### src/rtl/sf_pkg.sv
// Shared street-fighter definitions: one-hot player states and action word layout.
// The sprite renderer imports this package too, so the state encodings are fixed.
package sf_pkg;

  typedef enum logic [7:0] {
    ST_WALKING   = 8'h01,
    ST_CROUCHING = 8'h02,
    ST_SHIELDING = 8'h04,
    ST_JUMPING   = 8'h08,
    ST_PUNCHING  = 8'h10,
    ST_STANDING  = 8'h20,
    ST_HITSTUN   = 8'h40,
    ST_KO        = 8'h80
  } state_t;

  localparam int ACTION_W       = 9;
  localparam int ACTION_DIR_BIT = 8;

endpackage

### src/rtl/action_timer.sv
// Loadable down-counter for timed player states (jump, punch, hit-stun).
// Counts load_value..1 while the state is active; done marks its final cycle.
module action_timer #(
  parameter int W = 8
) (
  input  logic         clk,
  input  logic         reset,
  input  logic         load,
  input  logic [W-1:0] load_value,
  output logic         running,
  output logic         halfway,
  output logic         done
);

  logic [W-1:0] count;
  logic [W-1:0] half;

  always_ff @(posedge clk) begin
    if (reset) begin
      count <= '0;
      half  <= '0;
    end else if (load) begin
      count <= load_value;
      half  <= load_value >> 1;
    end else if (count != '0) begin
      count <= count - 1'b1;
    end
  end

  assign running = (count != '0);
  // Last floor(load_value/2) cycles of the timed state.
  assign halfway = running && (count <= half);
  assign done    = (count == W'(1));

endmodule

### src/rtl/player_ctrl.sv
// Per-player controller: button levels -> action word, requests, health/shield meters.
//   state      | meaning
//   WALKING    | left/right held, moving
//   CROUCHING  | down held
//   SHIELDING  | shield held with shield meter > 0, meter drains
//   JUMPING    | timed jump, left/right still steer
//   PUNCHING   | timed punch started by an attack press
//   STANDING   | idle on the ground
//   HITSTUN    | timed stun after an unshielded hit
//   KO         | health exhausted, frozen until reset
module player_ctrl
  import sf_pkg::*;
#(
  parameter int PLAYER_ID      = 0,
  parameter int HEALTH_W       = 8,
  parameter int HEALTH_MAX     = 100,
  parameter int SHIELD_MAX     = 100,
  parameter int JUMP_CYCLES    = 100_000_000,
  parameter int PUNCH_CYCLES   = 25_000_000,
  parameter int HITSTUN_CYCLES = 20_000_000,
  parameter int SHIELD_TICK    = 1_000_000,
  parameter int CHIP_SHIFT     = 2
) (
  input  logic                clk,
  input  logic                reset,
  input  logic                left_btn,
  input  logic                right_btn,
  input  logic                up_btn,
  input  logic                down_btn,
  input  logic                attack_btn,
  input  logic                shield_btn,
  input  logic                hit_valid,
  input  logic [HEALTH_W-1:0] hit_damage,
  output logic                attack_request,
  output logic                jump_request,
  output logic                left_request,
  output logic                right_request,
  output logic [ACTION_W-1:0] action,
  output logic                jump_descending,
  output logic [HEALTH_W-1:0] health,
  output logic [HEALTH_W-1:0] shield,
  output logic                ko
);

  localparam int TMAX_JP = (JUMP_CYCLES > PUNCH_CYCLES) ? JUMP_CYCLES : PUNCH_CYCLES;
  localparam int TMAX    = (TMAX_JP > HITSTUN_CYCLES) ? TMAX_JP : HITSTUN_CYCLES;
  localparam int TIMER_W = $clog2(TMAX + 1);
  localparam int TICK_W  = (SHIELD_TICK > 1) ? $clog2(SHIELD_TICK) : 1;

  function automatic logic [HEALTH_W-1:0] sat_sub(input logic [HEALTH_W-1:0] a,
                                                  input logic [HEALTH_W-1:0] b);
    logic [HEALTH_W:0] d;
    d = {1'b0, a} - {1'b0, b};
    return d[HEALTH_W] ? '0 : d[HEALTH_W-1:0];
  endfunction

  state_t               state, state_next, grounded;
  logic                 dir, dir_next;
  logic [HEALTH_W-1:0]  health_next, shield_next, shield_drained;
  logic [TICK_W-1:0]    tick_cnt;
  logic                 tick, attack_prev, attack_rise, timed;
  logic                 timer_load, timer_running, timer_halfway, timer_done;
  logic [TIMER_W-1:0]   timer_value;
  logic                 attack_start, jump_start, left_next, right_next, moving_next;

  assign tick        = (tick_cnt == '0);
  assign attack_rise = attack_btn && !attack_prev;
  assign timed       = (state == ST_JUMPING) || (state == ST_PUNCHING) || (state == ST_HITSTUN);

  always_comb begin
    grounded = ST_STANDING;
    if (down_btn)                          grounded = ST_CROUCHING;
    else if (left_btn || right_btn)        grounded = ST_WALKING;
    else if (shield_btn && shield != '0)   grounded = ST_SHIELDING;
    else if (up_btn)                       grounded = ST_JUMPING;
    else if (attack_rise)                  grounded = ST_PUNCHING;
  end

  always_comb begin
    state_next     = state;
    dir_next       = dir;
    health_next    = health;
    shield_next    = shield;
    shield_drained = sat_sub(shield, HEALTH_W'(tick));
    timer_load     = 1'b0;
    timer_value    = '0;
    attack_start   = 1'b0;
    jump_start     = 1'b0;

    if (state != ST_KO) begin
      if (state != ST_HITSTUN) begin
        if (right_btn)     dir_next = 1'b0;
        else if (left_btn) dir_next = 1'b1;
      end

      if (state == ST_SHIELDING)
        shield_next = shield_drained;
      else if (tick && (shield < HEALTH_W'(SHIELD_MAX)))
        shield_next = shield + 1'b1;

      if (hit_valid) begin
        if ((state == ST_SHIELDING) && (shield != '0)) begin
          health_next = sat_sub(health, hit_damage >> CHIP_SHIFT);
          shield_next = sat_sub(shield_drained, hit_damage);
        end else begin
          health_next = sat_sub(health, hit_damage);
          state_next  = ST_HITSTUN;
          timer_load  = 1'b1;
          timer_value = TIMER_W'(HITSTUN_CYCLES);
        end
        if (health_next == '0) state_next = ST_KO;
      end else if (!timed || timer_done || !timer_running) begin
        state_next = grounded;
        if (grounded == ST_JUMPING) begin
          jump_start  = 1'b1;
          timer_load  = 1'b1;
          timer_value = TIMER_W'(JUMP_CYCLES);
        end else if (grounded == ST_PUNCHING) begin
          attack_start = 1'b1;
          timer_load   = 1'b1;
          timer_value  = TIMER_W'(PUNCH_CYCLES);
        end
      end
    end

    moving_next = (state_next == ST_WALKING) || (state_next == ST_JUMPING);
    left_next   = moving_next && left_btn && !right_btn;
    right_next  = moving_next && right_btn;
  end

  always_ff @(posedge clk) begin
    if (reset) begin
      state          <= ST_STANDING;
      dir            <= 1'(PLAYER_ID);
      health         <= HEALTH_W'(HEALTH_MAX);
      shield         <= HEALTH_W'(SHIELD_MAX);
      tick_cnt       <= '0;
      attack_prev    <= 1'b0;
      attack_request <= 1'b0;
      jump_request   <= 1'b0;
      left_request   <= 1'b0;
      right_request  <= 1'b0;
    end else begin
      state          <= state_next;
      dir            <= dir_next;
      health         <= health_next;
      shield         <= shield_next;
      tick_cnt       <= tick ? TICK_W'(SHIELD_TICK - 1) : tick_cnt - 1'b1;
      attack_prev    <= attack_btn;
      attack_request <= attack_start;
      jump_request   <= jump_start;
      left_request   <= left_next;
      right_request  <= right_next;
    end
  end

  action_timer #(.W(TIMER_W)) u_timer (
    .clk        (clk),
    .reset      (reset),
    .load       (timer_load),
    .load_value (timer_value),
    .running    (timer_running),
    .halfway    (timer_halfway),
    .done       (timer_done)
  );

  assign action          = {dir, state};
  assign jump_descending = (state == ST_JUMPING) && timer_halfway;
  assign ko              = (state == ST_KO);

endmodule
### config.mk
export PLATFORM = sky130hd
export DESIGN_NAME = player_ctrl
export DESIGN_NICKNAME = d
export VERILOG_FILES = /design/src/rtl/sf_pkg.sv /design/src/rtl/action_timer.sv /design/src/rtl/player_ctrl.sv
export SDC_FILE = /design/constraint.sdc
export NUM_CORES = 1
export LEC_CHECK = 0
export CAP_MARGIN = 5
export CORE_MARGIN = 2
export CORE_UTILIZATION = 50
export DETAILED_ROUTE_END_ITERATION = 16
export PLACE_DENSITY = 0.7
export SETUP_SLACK_MARGIN = 0.15
export SYNTH_ARGS = -nofsm -noshare
export SYNTH_HDL_FRONTEND = slang
export SYNTH_HIERARCHICAL = 1
export SYNTH_SLANG_ARGS = --single-unit
export TNS_END_PERCENT = 20
### constraint.sdc
create_clock -name clk -period 6.03 [get_ports clk]
set_input_delay 0.9045 -clock clk [delete_from_list [all_inputs] [get_ports clk]]
set_output_delay 0.9045 -clock clk [all_outputs]
set_load 0.05 [all_outputs]
==> reports/qor.txt <==
Number of routed nets with antenna violations: 0
Startpoint Class: flop
Dpl hpwl: 12780 um
Port buffer count: 47
Io pins: 48
DIE AREA: 14650 sq um
Initial Utilization: 0.5151
Postcts setup bufs: 0
DP Cell Count: 1056
F_max: 186.9 MHz
CP arrival: 5.62 ns
Clk network pwr share: 0.241
Flop pwr share: 0.374
Worst Max-Slew Pin Slew: 1.023 ns
CP required: 6.30 ns
Post-synthesis cell area: 6848 sq um
Crit-path cells: or4_1, nor3_4, and4_1, ha_1, ha_1, or3b_2, nor3_1, nor2_1, ha_1, a21oi_1, o21ai_0, o31a_1, o21ai_0, a2111oi_2, nand3b_1, a311oi_1
Non-Filler Instances: 1072
Die X: 121.0 um
Initial antenna violation count: 0
CP max stage cell: a2111oi_2
Layout cells sized above 1: 0.04799
Yosys reg bits: 103
Pin count of the biggest net entering global routing: 60
PwrDens: 305.8 nW/um^2
Ys Warns: 6
Vias in the first global route: 5800
Worst hold slack: 0.4657 ns
Area grow syn2layout: 13.14%
Main synth FF type: dfxtp_1
Commonest non-fill, non-tap cell in the layout: dfxtp_1
Outcome: completed
Comb pwr share: 0.385
Sequential fraction of the synthesis area: 0.3011
DR vias/cell: 5.754
N_diodes: 0
Hold buffers post-CTS: 0
Die H: 121.0 um
Post-synth EDFFs: 0
Detailed Route WL: 17250 um
Deepest clock path buffer count: 2
First-pass GRT wire length: 28260 um
Grt ovf: 0
Core box area: 13300 sq um
Hold WC Path Type: reg2reg
Period utilization: 0.8871
Residual DRC count: 0
H-tree level count: 3
CP max FO: 8
Max Cap Violations: 0
DR vias: 6168
LEAKAGE: 0.003040 uW
Top-area cell type share of the netlist area: 0.3011
Avg Synthesized Cell Area: 8.056 sq um
Setup CP Type: reg2reg
First drt pass iteration count: 5
P_int: 1469 uW
WL per Instance: 16.09 um
Critical Path End Type: flop
Tmin final: 5.349 ns
Psw: 900.2 uW
Post-Syn Instances: 850
Setup TNS: 0 ns
Commonest non-fill, non-tap cells in the layout: dfxtp_1, nand2_1, nor2_1, a21oi_1, inv_1
Rows: 42
Gr usage total: 0.2419
Final Skew: 0.009014 ns
CP max stage delay: 0.82 ns
Worst-Skew Late Latency: 0.36 ns
Synth area leader: dfxtp_1
Rel. slew slack: 0.3173
RSZ-0062 raised after global routing: no
Fin nets: 969
Setup violations, final: 0
Initial DRC count: 433
Post_cts resized: 0
Peak supply drop: 0.1650 mV
Sw frac: 0.3800
CTS Buf Count: 9
Final hold vios: 0
Clock sink count: 103
Synth area leaders: dfxtp_1, ha_1, a21oi_1
Final Slew Violations: 0
Library cells used by synthesis: 73
CTS tree: done
Ys async rst share: 0
Clk root buf: clkbuf_16
FILL cells: 1229
Clk slew on worst S/H paths: 0.07 ns
Crit path top cell by count: ha_1
GPL Wtd Cong: 0.9889
[synthesized netlist by cell type (all sizes together) (3+ instances only)]
cell / n
xor2: 13
clkbuf: 25
a2bb2oi: 3
buf: 10
nand3b: 7
a2111oi: 7
nand3: 18
a21o: 6
o31a: 6
and4: 6
a21oi: 74
o2111ai: 6
or2: 5
xnor2: 39
nand2b: 8
ha: 58
and2: 5
nand4: 7
nand4b: 3
inv: 66
mux2i: 16
a211oi: 16
o211ai: 3
nor3b: 3
nor2: 76
o21ai: 38
dfxtp: 103
a221oi: 3
o22ai: 10
or3: 12
a311oi: 5
nor3: 25
a31oi: 8
o41ai: 3
nor4b: 6
or4: 5
nand2: 82
and3: 8
nor2b: 10
a211o: 3
fa: 3
nor4: 20
[power by group through the flow]
| stage | registers, uW | logic [uW] | clock network [uW] |
|---|---|---|---|
| after floorplan | 910 | 680 | 0 |
| after global placement | 896 | 896 | 0 |
| final | 885 | 912 | 572 |
| after global routing | 900 | 1010 | 617 |
| after detailed placement | 898 | 903 | 0 |
| after CTS | 884 | 909 | 585 |
[metal layers]
metal | global-route usage | wire (um)
met2 | 0.4063 | 8149
met1 | 0.3140 | 7960
met4 | 0.06904 | 289
met5 | 0 | 0
met3 | 0.04887 | 847
[registers in the layout (all words and copies together), names as in the netlist, 8 cells and up]
| name | flops |
|---|---|
| u_timer/half | 26 |
| shield | 8 |
| state | 8 |
| health | 8 |
| tick_cnt | 20 |
| u_timer/count | 27 |
[per-stage QoR]
step                cell area (sq um)    util  setup WS [ns]  power [uW]
floorplan                        6904       -          1.432        1590
global placement                 7461  0.5612         0.9191        1791
detailed placement               7461  0.5612         0.8045        1802
CTS                              7747  0.5827         0.7806        2378
global route                     7747  0.5827         0.4162        2531
finish                           7747  0.5827         0.6806        2369
[worst paths after layout]
| kind | from | to | slack (ns) | cells after the start |
|---|---|---|---|---|
| min reg2reg | u_timer/half[17] | u_timer/half[17] | 0.47 | 2 |
| max | tick_cnt[11] | shield[4] | 0.68 | 16 |
| min | u_timer/half[17] | u_timer/half[17] | 0.47 | 2 |
| max reg2reg | tick_cnt[11] | shield[4] | 0.68 | 16 |
[layout make-up]
type	instances	area (sq um)	area share
flip-flops and latches	103	2062	0.2662
well taps	176	220.2	0.02842
clock buffers	12	256.5	0.03311
clock inverters	4	30.03	0.003876
multi-input cells	661	4441	0.5732
inverters	66	247.7	0.03198
repair buffers	50	490.5	0.06331
[critical path, delay by kind of cell (launching register included)]
family,cells,cell delay [ns]
AOI/OAI and AO/OA,6,1.75
adders and majority gates,3,0.70
DFF,1,0.31
and+or+nand+nor,7,2.50
[cells by family after synthesis]
family,Yosys count,share of synthesized area
xor gates and xnor gates,52,0.06651
and+or+nand+nor,312,0.2414
muxes,16,0.02339
AOI/OAI and AO/OA,204,0.1930
adders and majority gates,61,0.1147
buffers and inverters,101,0.05938
other,1,0.0005476
DFF,103,0.3011
Note: power is estimated with default switching activity, not from simulation.
==> variant: new RTL, same flow settings <==
`HEALTH_W`: 8 -> 10.
--- a/src/rtl/player_ctrl.sv
+++ b/src/rtl/player_ctrl.sv
@@ -13,5 +13,5 @@
 #(
   parameter int PLAYER_ID      = 0,
-  parameter int HEALTH_W       = 8,
+  parameter int HEALTH_W       = 10,
   parameter int HEALTH_MAX     = 100,
   parameter int SHIELD_MAX     = 100,
Interface: changed (resized health, hit_damage and shield); port bits go from 48 to 54. No check against the original RTL was run, so the function may have changed too.
==> variant against the original RTL <==
- routed wire length rose by 6.4%
- final area rose by 7.9%
- sequential cell count rose by 4
- count of clock-buffer cells in the layout fell by 3
- via count rose by 8.9%
- setup slack improved by 400 ps
- clock power rose by 5.4%
- power rose by 3.6%
- final cell count rose by 6.9%
- area after synthesis rose by 7.9%
- largest power group unchanged
- highest routed layer unchanged
==> variant: results <==
set metrics [dict create \
    synth_top_cells_by_area "dfxtp_1 (29%), ha_1 (11%), xnor2_1 (5.2%)" \
    numCtsBuffers 9 \
    place_congestion 0.899 \
    grt_pass1_vias 5984 \
    power.leakage_uw 0.00328 \
    drt_iter0_drc 832 \
    ys_types 86 \
    cp_max_fo 14 \
    grt_usage_pct 23.3 \
    synth-compound-area-share_pct 20.1 \
    grt_max_degree 79 \
    status "finished, final reports clean" \
    ys_seq_area_share_pct 29.0 \
    max_stage_delay_ps 530 \
    worstSkewPairLatency_ps 360 \
    dpl_worst_slack_ps 1140 \
    final_nets 1042 \
    synth_commonest_cells "dfxtp_1 (107), nor2_1 (87), nand2_1 (81), a21oi_1 (71), inv_1 (67)" \
    post_cts_resized 0 \
    grt_pass1_wl_mm 30.4 \
    clock_skew_ps 10.4 \
    dpl.hpwl_mm 13.5 \
    dpl-instance-area_um2 8060 \
    firstDrtPassIters 7 \
    synthArstFlopShare_pct 0 \
    layout-drive-gt1-share_pct 5.30 \
    final_cells 1146 \
    cp_data_arrival_time_ps 5220 \
    synthXorXnorAreaFrac_pct 6.76 \
    muxShareOfSynthArea_pct 2.51 \
    maxSlewHeadroom_pct 18.4 \
    peakVddDrop_mv 0.199 \
    crit_path_top_delay_cell "or4_4" \
    synthAdderAreaFrac_pct 11.5 \
]
variant: cell type report:
class,instances,area (um^2)
Timing Repair Buffer,55,543
Clock inverter,7,76.3
Inverter,72,270
Clock buffer,9,225
Multi-Input combinational cell,712,4870
Tap cell,184,230
Fill cell,1312,6120
Sequential cell,107,2140
variant: path summary, 6_finish.rpt:
| check | start | endpoint | slack [ps] | depth (start not counted) |
|---|---|---|---|---|
| max | tick_cnt[12] | shield[0] | 1080 | 17 |
| min | u_timer/half[25] | u_timer/half[25] | 460 | 2 |
| max reg2reg | tick_cnt[12] | shield[0] | 1080 | 17 |
| min reg2reg | u_timer/half[25] | u_timer/half[25] | 460 | 2 |
variant: per-layer routing:
metal	wire [um]	GRT usage, %
met5	0	0
met4	259	5.62
met3	1180	5.18
met2	7460	32.8
met1	9440	35.8
variant: where the power goes:
group          internal [uW]  switching, uW  total [uW]  leakage [uW]
Sequential               803            102         905      0.000877
Clock                    324            278         603      0.000142
Combinational            403            544         947       0.00226
